[src/rtl/qf_to_bcd_pkg.sv]
// rtl/qf_to_bcd_pkg.sv - shared constants and FSM encoding for the Q.F to BCD converter
// Holds the default widths (matching the upstream Q.F divider), digit counts,
// the nibble-cell mode codes and the converter state encoding.
// Optional feature macro: QF_BCD_ROUND_EN (adds a guard digit and a rounding state).
package qf_to_bcd_pkg;

    // Widths of the divider quotient that feeds this block
    localparam int QF_M_A_DEF   = 8;
    localparam int QF_M_B_DEF   = 8;
    // Display digit counts
    localparam int QF_N_INT_DEF = 3;
    localparam int QF_N_FRC_DEF = 3;

`ifdef QF_BCD_ROUND_EN
    localparam int QF_ROUND = 1;
`else
    localparam int QF_ROUND = 0;
`endif

    // bcd_dig_adj operating modes
    localparam logic DIG_ADD3 = 1'b0;
    localparam logic DIG_INC  = 1'b1;

    typedef enum logic [2:0] {
        ST_IDLE = 3'd0,
        ST_INT  = 3'd1,
        ST_FRC  = 3'd2,
        ST_RND  = 3'd3,
        ST_DONE = 3'd4
    } qf_state_e;

endpackage

[src/rtl/qf_to_bcd_dig.sv]
// rtl/qf_to_bcd_dig.sv - bcd_dig_adj: combinational 4-bit BCD nibble cell
// Ports:
//   mode  in  DIG_ADD3 (din>=5 ? din+3 : din) or DIG_INC (din+cin mod 10)
//   din   in  input nibble
//   cin   in  decimal carry in (inc mode only)
//   dout  out adjusted nibble
//   cout  out decimal carry out (inc mode only, 0 in add3 mode)
module bcd_dig_adj
    import qf_to_bcd_pkg::*;
(
    input  logic       mode,
    input  logic [3:0] din,
    input  logic       cin,
    output logic [3:0] dout,
    output logic       cout
);

    always_comb begin
        dout = din;
        cout = 1'b0;
        if (mode == DIG_ADD3) begin
            if (din >= 4'd5) begin
                dout = din + 4'd3;
            end
        end else if (cin) begin
            if (din >= 4'd9) begin
                dout = 4'd0;
                cout = 1'b1;
            end else begin
                dout = din + 4'd1;
            end
        end
    end

endmodule

[src/rtl/qf_to_bcd.sv]
// rtl/qf_to_bcd.sv - sequential unsigned Q.F binary to packed BCD converter
// Integer part by shift-add-3, fraction by repeated multiply-by-10.
// Optional feature macro: QF_BCD_ROUND_EN (round to nearest on a guard digit).
// Ports:
//   clk, rst_n         clock, asynchronous active-low reset
//   st                 one-cycle start, captures Q/F (restarts if busy)
//   Q [M_A], F [M_B]   integer part and fraction (value F/2^M_B)
//   bcd_int [4*N_INT]  integer digits, MSD in top nibble
//   bcd_frc [4*N_FRC]  fraction digits, tenths in top nibble
//   ok_bcd             one-cycle done pulse
//   busy               conversion in progress
//   ovf                integer part does not fit in N_INT digits
module qf_to_bcd
    import qf_to_bcd_pkg::*;
#(
    parameter int M_A   = QF_M_A_DEF,
    parameter int M_B   = QF_M_B_DEF,
    parameter int N_INT = QF_N_INT_DEF,
    parameter int N_FRC = QF_N_FRC_DEF
) (
    input  logic                 clk,
    input  logic                 rst_n,
    input  logic                 st,
    input  logic [M_A-1:0]       Q,
    input  logic [M_B-1:0]       F,
    output logic [4*N_INT-1:0]   bcd_int,
    output logic [4*N_FRC-1:0]   bcd_frc,
    output logic                 ok_bcd,
    output logic                 busy,
    output logic                 ovf
);

    // With rounding the fraction accumulator carries one extra guard digit at the bottom
    localparam int FRC_DIG = N_FRC + QF_ROUND;
    localparam int IW      = 4 * N_INT;
    localparam int FW      = 4 * FRC_DIG;
    localparam logic [31:0] INT_LIMIT = 32'(10 ** N_INT);

    qf_state_e          state_q, state_d;
    logic [M_A-1:0]     sq_q, sq_d;
    logic [M_B-1:0]     rf_q, rf_d;
    logic [IW-1:0]      iacc_q, iacc_d;
    logic [FW-1:0]      facc_q, facc_d;
    logic [7:0]         cnt_q, cnt_d;
    logic               ovf_acc_q, ovf_acc_d;
    logic [IW-1:0]      bcd_int_q, bcd_int_d;
    logic [4*N_FRC-1:0] bcd_frc_q, bcd_frc_d;
    logic               ok_bcd_q, ok_bcd_d;
    logic               ovf_q, ovf_d;

    logic [IW-1:0]      iacc_adj;
    logic [N_INT-1:0]   unused_add3_co;
    logic [M_B+3:0]     p;

    // Shift-add-3 correction of every integer digit before each shift
    for (genvar g = 0; g < N_INT; g++) begin : g_add3
        bcd_dig_adj u_add3 (
            .mode (DIG_ADD3),
            .din  (iacc_q[4*g +: 4]),
            .cin  (1'b0),
            .dout (iacc_adj[4*g +: 4]),
            .cout (unused_add3_co[g])
        );
    end

    // rf*10 as (rf<<3)+(rf<<1); the top nibble is the next decimal digit
    assign p = ({4'b0000, rf_q} << 3) + ({4'b0000, rf_q} << 1);

`ifdef QF_BCD_ROUND_EN
    localparam int RD = N_INT + N_FRC;
    logic [4*RD-1:0] rnd_in, rnd_out;
    logic [RD:0]     rnd_c;

    assign rnd_in   = {iacc_q, facc_q[FW-1:4]};
    assign rnd_c[0] = (facc_q[3:0] >= 4'd5);

    // Decimal ripple increment across {int, frc}, seeded by the guard digit
    for (genvar g = 0; g < RD; g++) begin : g_rnd
        bcd_dig_adj u_inc (
            .mode (DIG_INC),
            .din  (rnd_in[4*g +: 4]),
            .cin  (rnd_c[g]),
            .dout (rnd_out[4*g +: 4]),
            .cout (rnd_c[g+1])
        );
    end
`endif

    always_comb begin
        state_d   = state_q;
        sq_d      = sq_q;
        rf_d      = rf_q;
        iacc_d    = iacc_q;
        facc_d    = facc_q;
        cnt_d     = cnt_q;
        ovf_acc_d = ovf_acc_q;
        bcd_int_d = bcd_int_q;
        bcd_frc_d = bcd_frc_q;
        ovf_d     = ovf_q;
        ok_bcd_d  = 1'b0;

        case (state_q)
            ST_IDLE: begin
            end
            ST_INT: begin
                // Carry out of the top digit is dropped from the digits but remembered as overflow
                iacc_d    = {iacc_adj[IW-2:0], sq_q[M_A-1]};
                sq_d      = sq_q << 1;
                ovf_acc_d = ovf_acc_q | iacc_adj[IW-1];
                if (cnt_q == 8'(M_A - 1)) begin
                    cnt_d   = '0;
                    state_d = ST_FRC;
                end else begin
                    cnt_d = cnt_q + 8'd1;
                end
            end
            ST_FRC: begin
                facc_d = {facc_q[FW-5:0], p[M_B+3:M_B]};
                rf_d   = p[M_B-1:0];
                if (cnt_q == 8'(FRC_DIG - 1)) begin
                    cnt_d = '0;
`ifdef QF_BCD_ROUND_EN
                    state_d = ST_RND;
`else
                    state_d = ST_DONE;
`endif
                end else begin
                    cnt_d = cnt_q + 8'd1;
                end
            end
`ifdef QF_BCD_ROUND_EN
            ST_RND: begin
                {iacc_d, facc_d[FW-1:4]} = rnd_out;
                ovf_acc_d = ovf_acc_q | rnd_c[RD];
                state_d   = ST_DONE;
            end
`endif
            ST_DONE: begin
                bcd_int_d = iacc_q;
                bcd_frc_d = facc_q[FW-1:FW-4*N_FRC];
                ovf_d     = ovf_acc_q;
                ok_bcd_d  = 1'b1;
                state_d   = ST_IDLE;
            end
            default: begin
                state_d = ST_IDLE;
            end
        endcase

        // A start always wins: it aborts any conversion in flight, but the
        // DONE output load above still happens if it coincides with DONE
        if (st) begin
            sq_d      = Q;
            rf_d      = F;
            iacc_d    = '0;
            facc_d    = '0;
            cnt_d     = '0;
            ovf_acc_d = (32'(Q) >= INT_LIMIT);
            state_d   = ST_INT;
        end
    end

    always_ff @(posedge clk or negedge rst_n) begin
        if (!rst_n) begin
            state_q   <= ST_IDLE;
            sq_q      <= '0;
            rf_q      <= '0;
            iacc_q    <= '0;
            facc_q    <= '0;
            cnt_q     <= '0;
            ovf_acc_q <= 1'b0;
            bcd_int_q <= '0;
            bcd_frc_q <= '0;
            ok_bcd_q  <= 1'b0;
            ovf_q     <= 1'b0;
        end else begin
            state_q   <= state_d;
            sq_q      <= sq_d;
            rf_q      <= rf_d;
            iacc_q    <= iacc_d;
            facc_q    <= facc_d;
            cnt_q     <= cnt_d;
            ovf_acc_q <= ovf_acc_d;
            bcd_int_q <= bcd_int_d;
            bcd_frc_q <= bcd_frc_d;
            ok_bcd_q  <= ok_bcd_d;
            ovf_q     <= ovf_d;
        end
    end

    assign bcd_int = bcd_int_q;
    assign bcd_frc = bcd_frc_q;
    assign ok_bcd  = ok_bcd_q;
    assign ovf     = ovf_q;
    assign busy    = (state_q != ST_IDLE);

endmodule

[config.mk]
export PLATFORM = sky130hd
export DESIGN_NAME = qf_to_bcd
export DESIGN_NICKNAME = d
export VERILOG_FILES = /design/src/rtl/qf_to_bcd_pkg.sv /design/src/rtl/qf_to_bcd_dig.sv /design/src/rtl/qf_to_bcd.sv
export SDC_FILE = /design/constraint.sdc
export NUM_CORES = 1
export LEC_CHECK = 0
export CAP_MARGIN = 20
export CORE_MARGIN = 4
export CORE_UTILIZATION = 35
export CTS_CLUSTER_DIAMETER = 200
export CTS_CLUSTER_SIZE = 8
export DETAILED_ROUTE_END_ITERATION = 12
export PLACE_DENSITY = 0.55
export SYNTH_ARGS = -nofsm -noshare
export SYNTH_HDL_FRONTEND = slang
export SYNTH_SLANG_ARGS = --single-unit
[constraint.sdc]
create_clock -name clk -period 2.1 [get_ports clk]
set_input_delay 0.315 -clock clk [delete_from_list [all_inputs] [get_ports clk]]
set_output_delay 0.315 -clock clk [all_outputs]
set_load 0.01 [all_outputs]
==> results of run 1 <==
[worst max-delay path: cells and delay by family (launching register included)]
family	cells	cell delay, ns
simple gates	1	0.42
flops	1	0.48
buf+inv	1	0.50
[synth_stat cells, types with 2 or more instances]
| library cell | n |
|---|---|
| dfrtp_1 | 78 |
| nand2_1 | 56 |
| o21ai_0 | 34 |
| a21oi_1 | 28 |
| mux2_2 | 25 |
| nor2_1 | 17 |
| ha_1 | 14 |
| clkbuf_1 | 13 |
| mux2i_1 | 13 |
| inv_1 | 11 |
| nand3_1 | 10 |
| nor3_1 | 9 |
| xnor2_1 | 6 |
| a211oi_1 | 5 |
| a21o_1 | 4 |
| a31oi_1 | 4 |
| nand2b_1 | 4 |
| or4_1 | 4 |
| xor2_1 | 4 |
| and2_1 | 3 |
| buf_2 | 3 |
| nor4b_1 | 3 |
| a22o_1 | 2 |
| buf_6 | 2 |
| nand3b_1 | 2 |
| nand4_1 | 2 |
| or3_1 | 2 |
[repair_timing]
item | in CTS | in global routing
setup endpoints to repair | 1 | 2
hold buffers | 1 | 0
hold endpoints to repair | 1 | 0
gates resized for setup | 1 | 2
gates cloned | 0 | 0
[placed cells by master (no fill, tap or decap), drive strengths merged, types with 2 or more instances in the layout]
cell	count
a211oi	5
a21o	4
a21oi	29
a22o	2
a31oi	4
and2	3
buf	13
bufinv	2
clkbuf	9
clkdlybuf4s50	43
clkinv	2
dfrtp	78
ha	14
inv	13
mux2	25
mux2i	13
nand2	56
nand2b	4
nand3	10
nand3b	2
nand4	2
nor2	17
nor3	10
nor3b	2
nor4b	3
o21ai	34
or3	2
or4	4
xnor2	6
xor2	4
[sequential cells by signal, summed over array words and instances, names as in the netlist]
signal and count:
bcd_frc 12, bcd_int 12, cnt_q 8, facc_q 12, iacc_q 12, ok_bcd 1
ovf 1, ovf_acc_q 1, rf_q 8, sq_q 8, state_q 3
[logic make-up (layout without fill, tap and decap cells)]
| logic type | after synthesis | after routing | synth area share (%) |
|---|---|---|---|
| and+or+nand+nor | 119 | 119 | 14.87 |
| buffers and inverters | 31 | 84 | 3.620 |
| adders and majority gates | 15 | 15 | 5.088 |
| DFF | 78 | 78 | 50.88 |
| xor gates and xnor gates | 10 | 10 | 2.283 |
| muxes | 38 | 38 | 10.73 |
| AOI/OAI and AO/OA | 84 | 84 | 12.52 |
[metrics by stage]
stage	area (um^2)	power, uW	setup slack, ns	utilization [%]
floorplan	3836	1780	0.2035	-
global placement	4453	1895	0.1210	42.37
detailed placement	4453	1900	0.1089	42.37
CTS	4683	3160	0.02844	44.56
global route	4687	3274	0.002630	44.60
finish	4687	3117	0.06076	44.60
[power groups by stage]
stage | Combinational (uW) | Clock [uW] | Sequential (uW)
floorplan | 179 | 0 | 1600
global placement | 282 | 0 | 1610
detailed placement | 286 | 0 | 1610
CTS | 289 | 1290 | 1580
global route | 325 | 1360 | 1590
finish | 284 | 1250 | 1580
[cell type report]
class | instances | area share, %
inverters | 11 | 0.8809
repair buffers | 57 | 11.69
multi-input cells | 266 | 37.43
well taps | 136 | 3.631
clock buffers | 9 | 2.643
clock inverters | 7 | 2.029
flip-flops and latches | 78 | 41.70
[per-layer routing]
layer | vias to the layer above | part of all wire [%] | track usage [%]
met5 | - | 0 | 0
met4 | 0 | 0.90 | 3.285
met3 | 7 | 4.2 | 2.995
met1 | 1359 | 50 | 17.49
li1 | 1415 | - | -
met2 | 49 | 45 | 18.92
[final timing paths]
kind                            slack, ns  cells after the start                      to
worst max-delay path                 0.06                      2                    busy
worst min-delay path                 0.35                      2   ovf_acc_q$_DFFE_PN0P_
worst max register to register       0.13                      7   facc_q[3]$_DFFE_PN0P_
worst min register to register       0.51                      1  bcd_int[4]$_DFFE_PN0P_
max in group asynchronous            0.99                      3   facc_q[0]$_DFFE_PN0P_
min in group asynchronous            0.51                      2        ok_bcd$_DFF_PN0_
==> impl_metrics.env, run 1 <==
export IMPL_outcome="finished clean"
export IMPL_setup_viol=0
export IMPL_path_clk_slew_ns=0.08
export IMPL_r2r_start="rf_q[2]$_DFFE_PN0P_"
export IMPL_post_cts_setup_buffer_count=0
export IMPL_grt_pass1_wl_um=13150
export IMPL_drive_above_1_share_pct=14.25
export IMPL_synth_ff_type="dfrtp_1"
export IMPL_cts_root_buf="clkbuf_8"
export IMPL_coreArea_um2=10510
export IMPL_slowest_delay_ns=0.50
export IMPL_rsz0062_at_grt="no"
export IMPL_hold_viol_final=0
export IMPL_ios=46
export IMPL_hold_start="st"
export IMPL_diodes=0
export IMPL_dp_cells=547
export IMPL_ir_worst_vdd_mv=0.4008
export IMPL_leakagePower_uw=0.002081
export IMPL_synth_cells=375
export IMPL_h_tree_depth=3
export IMPL_syn_area_um2=3836
export IMPL_crit_start="state_q[0]$_DFFE_PN0P_"
export IMPL_synth_seq_area_share_pct=50.88
export IMPL_slowest_stage="clkdlybuf4s50_1"
export IMPL_finClkSkew_ns=0.008789
export IMPL_async_flop_share_pct=100.0
export IMPL_drcViolationCount=0
export IMPL_seqCellArea_um2=1954
export IMPL_die_area_um2=12700
export IMPL_num_vias=2830
export IMPL_die_h_um=112.7
export IMPL_nets=457
export IMPL_drt_pass1_iterations=6
export IMPL_worstPathArrival_ns=1.72
export IMPL_hpwl_um=5289
export IMPL_ys_top_cells_by_area="dfrtp_1, mux2_2, nand2_1"
export IMPL_synth_area_leader_cell="dfrtp_1"
export IMPL_avgSynthCellArea_um2=10.23
export IMPL_power_density_nw_per_um2=665.1
export IMPL_timing_slew_headroom_pct=59.02
export IMPL_antenna_found_initial=0
export IMPL_ys_ff_latch=78
export IMPL_seqPwrFrac_pct=50.8
export IMPL_whs_ns=0.3516
export IMPL_clock_latency_ns=0.34
export IMPL_hold_path_class="in -> reg"
export IMPL_clock_sink_count=78
export IMPL_place_congestion=0.8305
export IMPL_pwr_share_clk_pct=40.1
export IMPL_start_kind="register"
export IMPL_fillers=1036
export IMPL_critPathKind="reg -> out"
export IMPL_report_final_slew_viol_count=0
export IMPL_clock_path_buffers=2
export IMPL_switching_share_pct=24.81
export IMPL_grt_max_degree=48
export IMPL_comb_power_share_pct=9.1
export IMPL_std_cell_rows=37
export IMPL_period_share_pct=97.11
export IMPL_fmax_mhz=490.4
export IMPL_worstPathMaxFanout=9
export IMPL_first_global_vias=2798
export IMPL_start_util_pct=36.50
export IMPL_final_setup_tns_ns=0
export IMPL_ant_nets=0
export IMPL_required_ns=1.78
export IMPL_vias_per_cell=5.018
export IMPL_fin_cells=564
export IMPL_synth_largest_type_area_fraction_pct=50.88
export IMPL_tritoncts="yes"
export IMPL_track_usage_pct=12.33
export IMPL_syn_to_final_growth_pct=22.18
export IMPL_drtIter0Drc=158
export IMPL_drt_total_wl_um=7561
export IMPL_synth_edf_count=0
export IMPL_multi_input_area_um2=1754
export IMPL_timing_final_crit_period_ns=2.039
export IMPL_drv_cap=0
export IMPL_synth_nets=409
export IMPL_wire_per_inst_um=13.41
export IMPL_critical_path_cell_chain="or3_1, clkdlybuf4s50_1"
export IMPL_p_int_uw=2344
export IMPL_cts_buffers=9
export IMPL_ys_warn_count=0
export IMPL_endpoint_kind="output port"
export IMPL_grt_overflow=0
export IMPL_numPortBuffers=45
export IMPL_die_x_um=112.7
export IMPL_ys_types=44
export IMPL_p_switching_uw=773.4
export IMPL_worst_slew_pin_slew_ns=0.6148
Power figures use the tool's default switching activity.
==> inputs of run 2 (changes only) <==
--- a/config.mk
+++ b/config.mk
@@ -11,6 +11,7 @@
 export CTS_CLUSTER_DIAMETER = 200
 export CTS_CLUSTER_SIZE = 8
 export DETAILED_ROUTE_END_ITERATION = 12
+export GPL_TIMING_DRIVEN = 0
 export PLACE_DENSITY = 0.55
 export SYNTH_ARGS = -nofsm -noshare
 export SYNTH_HDL_FRONTEND = slang
==> constraint.sdc (replaced) <==
create_clock -name clk -period 1.88 [get_ports clk]
set_input_delay 0.282 -clock clk [delete_from_list [all_inputs] [get_ports clk]]
set_output_delay 0.282 -clock clk [all_outputs]
set_load 0.01 [all_outputs]
==> run 2 against run 1 <==
Effect of this change:
- sequential power up 12%
- combinational power grew 33%
- die area unchanged
- first-iteration DRC count shrank 9.5%
- global-route usage grew 1.4 points
- utilization rose by 1.7 points
- critical endpoint is now facc_q[3]$_DFFE_PN0P_
- largest cell class unchanged
- largest power group unchanged
==> impl_metrics.env, run 2 (synthesis gave the netlist of run 1 again) <==
export IMPL_drt_total_wl_um=8428
export IMPL_clock_path_buffers=2
export IMPL_std_cell_rows=37
export IMPL_antenna_found_initial=0
export IMPL_report_final_slew_viol_count=0
export IMPL_die_x_um=112.7
export IMPL_nets=480
export IMPL_diodes=0
export IMPL_place_congestion=0.8062
export IMPL_outcome="finished clean"
export IMPL_drive_above_1_share_pct=18.63
export IMPL_dp_cells=557
export IMPL_fin_cells=587
export IMPL_endpoint_kind="register"
export IMPL_syn_to_final_growth_pct=26.94
export IMPL_finClkSkew_ns=0.01280
export IMPL_utilization_pct=46.34
export IMPL_cts_root_buf="clkbuf_8"
export IMPL_wire_per_inst_um=14.36
export IMPL_drv_cap=0
export IMPL_setup_ws_ns=0.01717
export IMPL_path_clk_slew_ns=0.09
export IMPL_timing_slew_headroom_pct=67.63
export IMPL_slowest_delay_ns=0.40
export IMPL_fmax_mhz=536.8
export IMPL_postLayoutCellArea_um2=4870
export IMPL_worstPathMaxFanout=3
export IMPL_first_global_vias=2907
export IMPL_numPortBuffers=45
export IMPL_cts_buffers=9
export IMPL_tritoncts="yes"
export IMPL_multi_input_area_um2=1833
export IMPL_cp_top_family="compound AO/OA/AOI/OAI gates"
export IMPL_start_util_pct=36.50
export IMPL_track_usage_pct=13.73
export IMPL_drtIter0Drc=143
export IMPL_clock_latency_ns=0.35
export IMPL_worst_slew_pin_slew_ns=0.4855
export IMPL_drt_pass1_iterations=4
export IMPL_ir_worst_vdd_mv=0.4151
export IMPL_die_h_um=112.7
export IMPL_power_density_nw_per_um2=680.2
export IMPL_coreArea_um2=10510
export IMPL_h_tree_depth=3
export IMPL_grt_max_degree=59
export IMPL_seqCellArea_um2=1952
export IMPL_cp_buffers_inverters=0
export IMPL_start_kind="register"
export IMPL_final_common_cell="dfrtp_1"
export IMPL_dpl_worst_slack_ns=-0.5302
export IMPL_timing_final_crit_period_ns=1.863
export IMPL_vias_per_cell=5.044
export IMPL_critical_path_cell_chain="ha_2, fa_2, a211oi_2, nor2_1, o21a_1, o2111ai_2, a21oi_2"
export IMPL_slowest_stage="dfrtp_1"
export IMPL_leakagePower_uw=0.002159
export IMPL_hold_path_class="in -> async"
export IMPL_critPathKind="reg -> reg"
export IMPL_drcViolationCount=0
export IMPL_ios=46
export IMPL_period_share_pct=99.09
export IMPL_grt_pass1_wl_um=14390
export IMPL_fillers=1019
export IMPL_die_area_um2=12700
export IMPL_grt_overflow=0
export IMPL_ant_nets=0
export IMPL_clock_sink_count=78
export IMPL_hpwl_um=5849
export IMPL_num_vias=2961
export IMPL_setup_viol=0
export IMPL_hold_viol_final=0
export IMPL_required_ns=2.12
export IMPL_worstPathArrival_ns=2.11
export IMPL_post_dp_cell_area_um2=4484
export IMPL_rsz0062_at_grt="yes"
export IMPL_final_cell_mix="dfrtp_1, nand2_1, clkdlybuf4s50_1, o21ai_0, a21oi_1"
[run 2: cell count changes in the layout (fill, tap and decap cells not counted), moves of 3 or more]
cell,change
a211oi_2,+3
buf_2,+3
clkbuf_2,+5
a211oi_1,-3
buf_4,+3
buf_6,+3
clkbuf_1,+7
[run 2: repair_timing]
action | in CTS | in global routing
pin swaps | 5 | 8
cloned | 0 | 1
gates resized for setup | 10 | 18
hold buffers | 1 | 0
setup endpoints to repair | 43 | 29
endpoints found under the hold margin | 20 | 0
setup buffers | 5 | 8
[run 2: worst paths after layout]
| check | slack (ns) | endpoint | from | cells after the start |
|---|---|---|---|---|
| setup / recovery | 0.02 | facc_q[3]$_DFFE_PN0P_ | rf_q[0]$_DFFE_PN0P_ | 7 |
| hold / removal | 0.36 | bcd_int[7]$_DFFE_PN0P_ | rst_n | 2 |
| setup reg to reg | 0.02 | facc_q[3]$_DFFE_PN0P_ | rf_q[0]$_DFFE_PN0P_ | 7 |
| hold reg to reg | 0.51 | bcd_frc[11]$_DFFE_PN0P_ | facc_q[11]$_DFFE_PN0P_ | 1 |
| max in group asynchronous | 0.94 | facc_q[11]$_DFFE_PN0P_ | rst_n | 3 |
| min in group clk | 0.48 | rf_q[4]$_DFFE_PN0P_ | F[4] | 3 |
[run 2: final cells by class]
type                    instances  share of cell area (%)
plain buffers                  19                   2.133
clock buffers                   9                   2.544
clock inverters                 7                   1.182
inverters                      11                  0.8479
multi-input cells             266                   37.64
flip-flops and latches         78                   40.08
well taps                     136                   3.494
repair buffers                 61                   12.08
[run 2: metal layers]
metal | track usage (%) | up-vias | part of all wire (%) | wire (um)
met4 | 4.808 | 0 | 1.4 | 122
met5 | 0 | - | 0 | 0
met3 | 2.246 | 9 | 3.4 | 290
met1 | 19.14 | 1426 | 49 | 4106
met2 | 21.68 | 53 | 46 | 3909
li1 | - | 1473 | - | -
[run 2: through the flow]
stage / hold WS [ns] / total power, uW / TNS, ns
final: 0.3587 / 3312 / 0
after global routing: 0.3831 / 3475 / -0.1789
after CTS: 0.3460 / 3331 / -0.0005036
after detailed placement: 0.1979 / 2132 / -16.39
after global placement: 0.4892 / 2117 / -194.20
after floorplan: -0.01359 / 1989 / 0
[run 2: where the power goes]
| part | internal [uW] | leakage (uW) | switching, uW | total (uW) |
|---|---|---|---|---|
| Combinational | 176 | 0.00102 | 202 | 378 |
| Sequential | 1720 | 0.00105 | 48.3 | 1770 |
| Clock | 495 | 0.0000877 | 670 | 1160 |
| Total | 2390 | 0.00216 | 920 | 3310 |
==> inputs of run 3 (changes only) <==
--- a/config.mk
+++ b/config.mk
@@ -11,7 +11,7 @@
 export CTS_CLUSTER_DIAMETER = 200
 export CTS_CLUSTER_SIZE = 8
 export DETAILED_ROUTE_END_ITERATION = 12
-export GPL_TIMING_DRIVEN = 0
+export GPL_TIMING_DRIVEN = 1
 export PLACE_DENSITY = 0.55
 export SYNTH_ARGS = -nofsm -noshare
 export SYNTH_HDL_FRONTEND = slang
==> run 3 against run 2 <==
Effect of this change:
- non-clock buffer count fell by 16
- die area is the same
- hold slack got worse by 0.020 ns
- total power grew 3.0%
- first-iteration DRC count grew 14%
- utilization decreased by 1.0 points
- combinational power down 9.0%
- cell count shrank 2.7%
- largest power group unchanged
==> impl_metrics.env, run 3 (synthesis gave the netlist of run 1 again) <==
export IMPL_outcome="finished clean"
export IMPL_critical_path_cell_chain="ha_2, fa_2, a211oi_2, nor2_1, o21a_1, o2111ai_1, a21oi_1"
export IMPL_drtIter0Drc=163
export IMPL_hold_depth=2
export IMPL_hold_viol_final=0
export IMPL_grt_max_degree=59
export IMPL_r2r_start="rf_q[0]$_DFFE_PN0P_"
export IMPL_hold_start="st"
export IMPL_worst_slew_pin_slew_ns=0.5496
export IMPL_grt_overflow=0
export IMPL_fmax_mhz=545.0
export IMPL_numPortBuffers=45
export IMPL_setup_viol=0
export IMPL_path_clk_slew_ns=0.08
export IMPL_drt_pass1_iterations=4
export IMPL_die_area_um2=12700
export IMPL_clock_path_buffers=2
export IMPL_cts_buffers=9
export IMPL_power_density_nw_per_um2=716.9
export IMPL_coreArea_um2=10510
export IMPL_required_ns=2.10
export IMPL_drv_cap=0
export IMPL_utilization_pct=45.29
export IMPL_cp_buffers_inverters=0
export IMPL_r2r_end="facc_q[3]$_DFFE_PN0P_"
export IMPL_syn_to_final_growth_pct=24.07
export IMPL_slowest_delay_ns=0.41
export IMPL_hpwl_um=5392
export IMPL_slowest_stage="dfrtp_1"
export IMPL_rr_worst_depth=7
export IMPL_num_vias=2850
export IMPL_leakagePower_uw=0.002107
export IMPL_endpoint_kind="register"
export IMPL_vias_per_cell=4.991
export IMPL_place_congestion=0.8455
export IMPL_start_kind="register"
export IMPL_period_share_pct=97.60
export IMPL_antenna_found_initial=0
export IMPL_clock_latency_ns=0.34
export IMPL_tritoncts="yes"
export IMPL_start_util_pct=36.50
export IMPL_worstPathMaxFanout=3
export IMPL_seqCellArea_um2=1956
export IMPL_first_global_vias=2808
export IMPL_grt_pass1_wl_um=13590
export IMPL_cts_root_buf="clkbuf_8"
export IMPL_track_usage_pct=12.97
export IMPL_die_h_um=112.7
export IMPL_min_to="ovf_acc_q$_DFFE_PN0P_"
export IMPL_die_x_um=112.7
export IMPL_drive_above_1_share_pct=16.55
export IMPL_nets=464
export IMPL_final_cell_mix="dfrtp_1, nand2_1, clkdlybuf4s50_1, o21ai_0, a21oi_1"
export IMPL_ios=46
export IMPL_cp_top_family="compound AO/OA/AOI/OAI gates"
export IMPL_drcViolationCount=0
export IMPL_fillers=1022
export IMPL_ir_worst_vdd_mv=0.3257
export IMPL_final_common_cell="dfrtp_1"
export IMPL_std_cell_rows=37
export IMPL_drt_total_wl_um=7811
export IMPL_power_uw=3412
export IMPL_timing_slew_headroom_pct=63.27
export IMPL_clock_sink_count=78
export IMPL_timing_final_crit_period_ns=1.835
export IMPL_worstPathArrival_ns=2.06
export IMPL_multi_input_area_um2=1774
export IMPL_h_tree_depth=3
export IMPL_rsz0062_at_grt="yes"
export IMPL_hold_path_class="in -> reg"
export IMPL_ant_nets=0
export IMPL_report_final_slew_viol_count=0
export IMPL_diodes=0
export IMPL_wire_per_inst_um=13.68
export IMPL_r2r_slack_ns=0.05
export IMPL_critPathKind="reg -> reg"
export IMPL_finClkSkew_ns=0.007018
==> run 3: changes by cell type in the layout (fill, tap and decap cells not counted), moves of 3 or more <==
| cell | previous run | this run |
|---|---|---|
| buf_2 | 4 | 1 |
| buf_4 | 14 | 17 |
| buf_6 | 3 | 0 |
| clkbuf_1 | 7 | 0 |
| clkbuf_2 | 5 | 0 |
| dfrtp_1 | 78 | 75 |
| dfrtp_2 | 0 | 3 |
==> run 3: layer usage <==
metal	vias up	wire length (um)	track usage, %
li1	1429	-	-
met1	1372	3833	18.00
met2	44	3615	19.98
met3	5	309	3.743
met4	0	53	3.365
met5	-	0	0
==> run 3: report_power, final <==
part           internal, uW  switching, uW  total [uW]
registers              1720           47.6        1770
logic                   162            182         344
clock network           659            640        1300
total                  2540            870        3410
==> run 3: worst max-delay path by stage <==
stage	startpoint	end	slack, ns	depth (start not counted)
6_report	rf_q[0]$_DFFE_PN0P_	facc_q[3]$_DFFE_PN0P_	0.05	7
3_5_place_dp	rf_q[2]$_DFFE_PN0P_	facc_q[3]$_DFFE_PN0P_	-0.04	7
3_3_place_gp	rf_q[0]$_DFFE_PN0P_	facc_q[3]$_DFFE_PN0P_	-0.01	7
5_1_grt	rf_q[0]$_DFFE_PN0P_	facc_q[3]$_DFFE_PN0P_	-0.06	7
4_1_cts	rf_q[2]$_DFFE_PN0P_	facc_q[0]$_DFFE_PN0P_	-0.01	7
2_1_floorplan	rf_q[2]$_DFFE_PN0P_	facc_q[3]$_DFFE_PN0P_	0.04	7
==> run 3: what timing repair did <==
action                                  in CTS  in global routing
hold endpoints to repair                    20                  0
endpoints found under the setup margin       2                  7
pin swaps                                    3                  3
buffers inserted                             0                  2
resized for setup                            5                  4
hold buffers                                 1                  0
==> run 3: final cells by class <==
type | count | share of cell area, %
clock inverters | 6 | 1.446
well taps | 136 | 3.575
flip-flops and latches | 78 | 41.09
clock buffers | 10 | 2.892
repair buffers | 64 | 12.85
inverters | 11 | 0.8675
multi-input cells | 266 | 37.28
==> run 3: per-stage QoR <==
stage	setup TNS [ns]	instances	hold WS (ns)	cell area (um^2)	setup slack (ns)
finish	0	571	0.3388	4760	0.04515
global route	-0.1212	571	0.3477	4760	-0.05531
CTS	-0.01199	569	0.3348	4731	-0.01199
detailed placement	-0.03701	552	0.1920	4506	-0.03701
global placement	-0.01091	552	0.1877	4506	-0.01091
floorplan	0	375	-0.01359	3839	0.04260
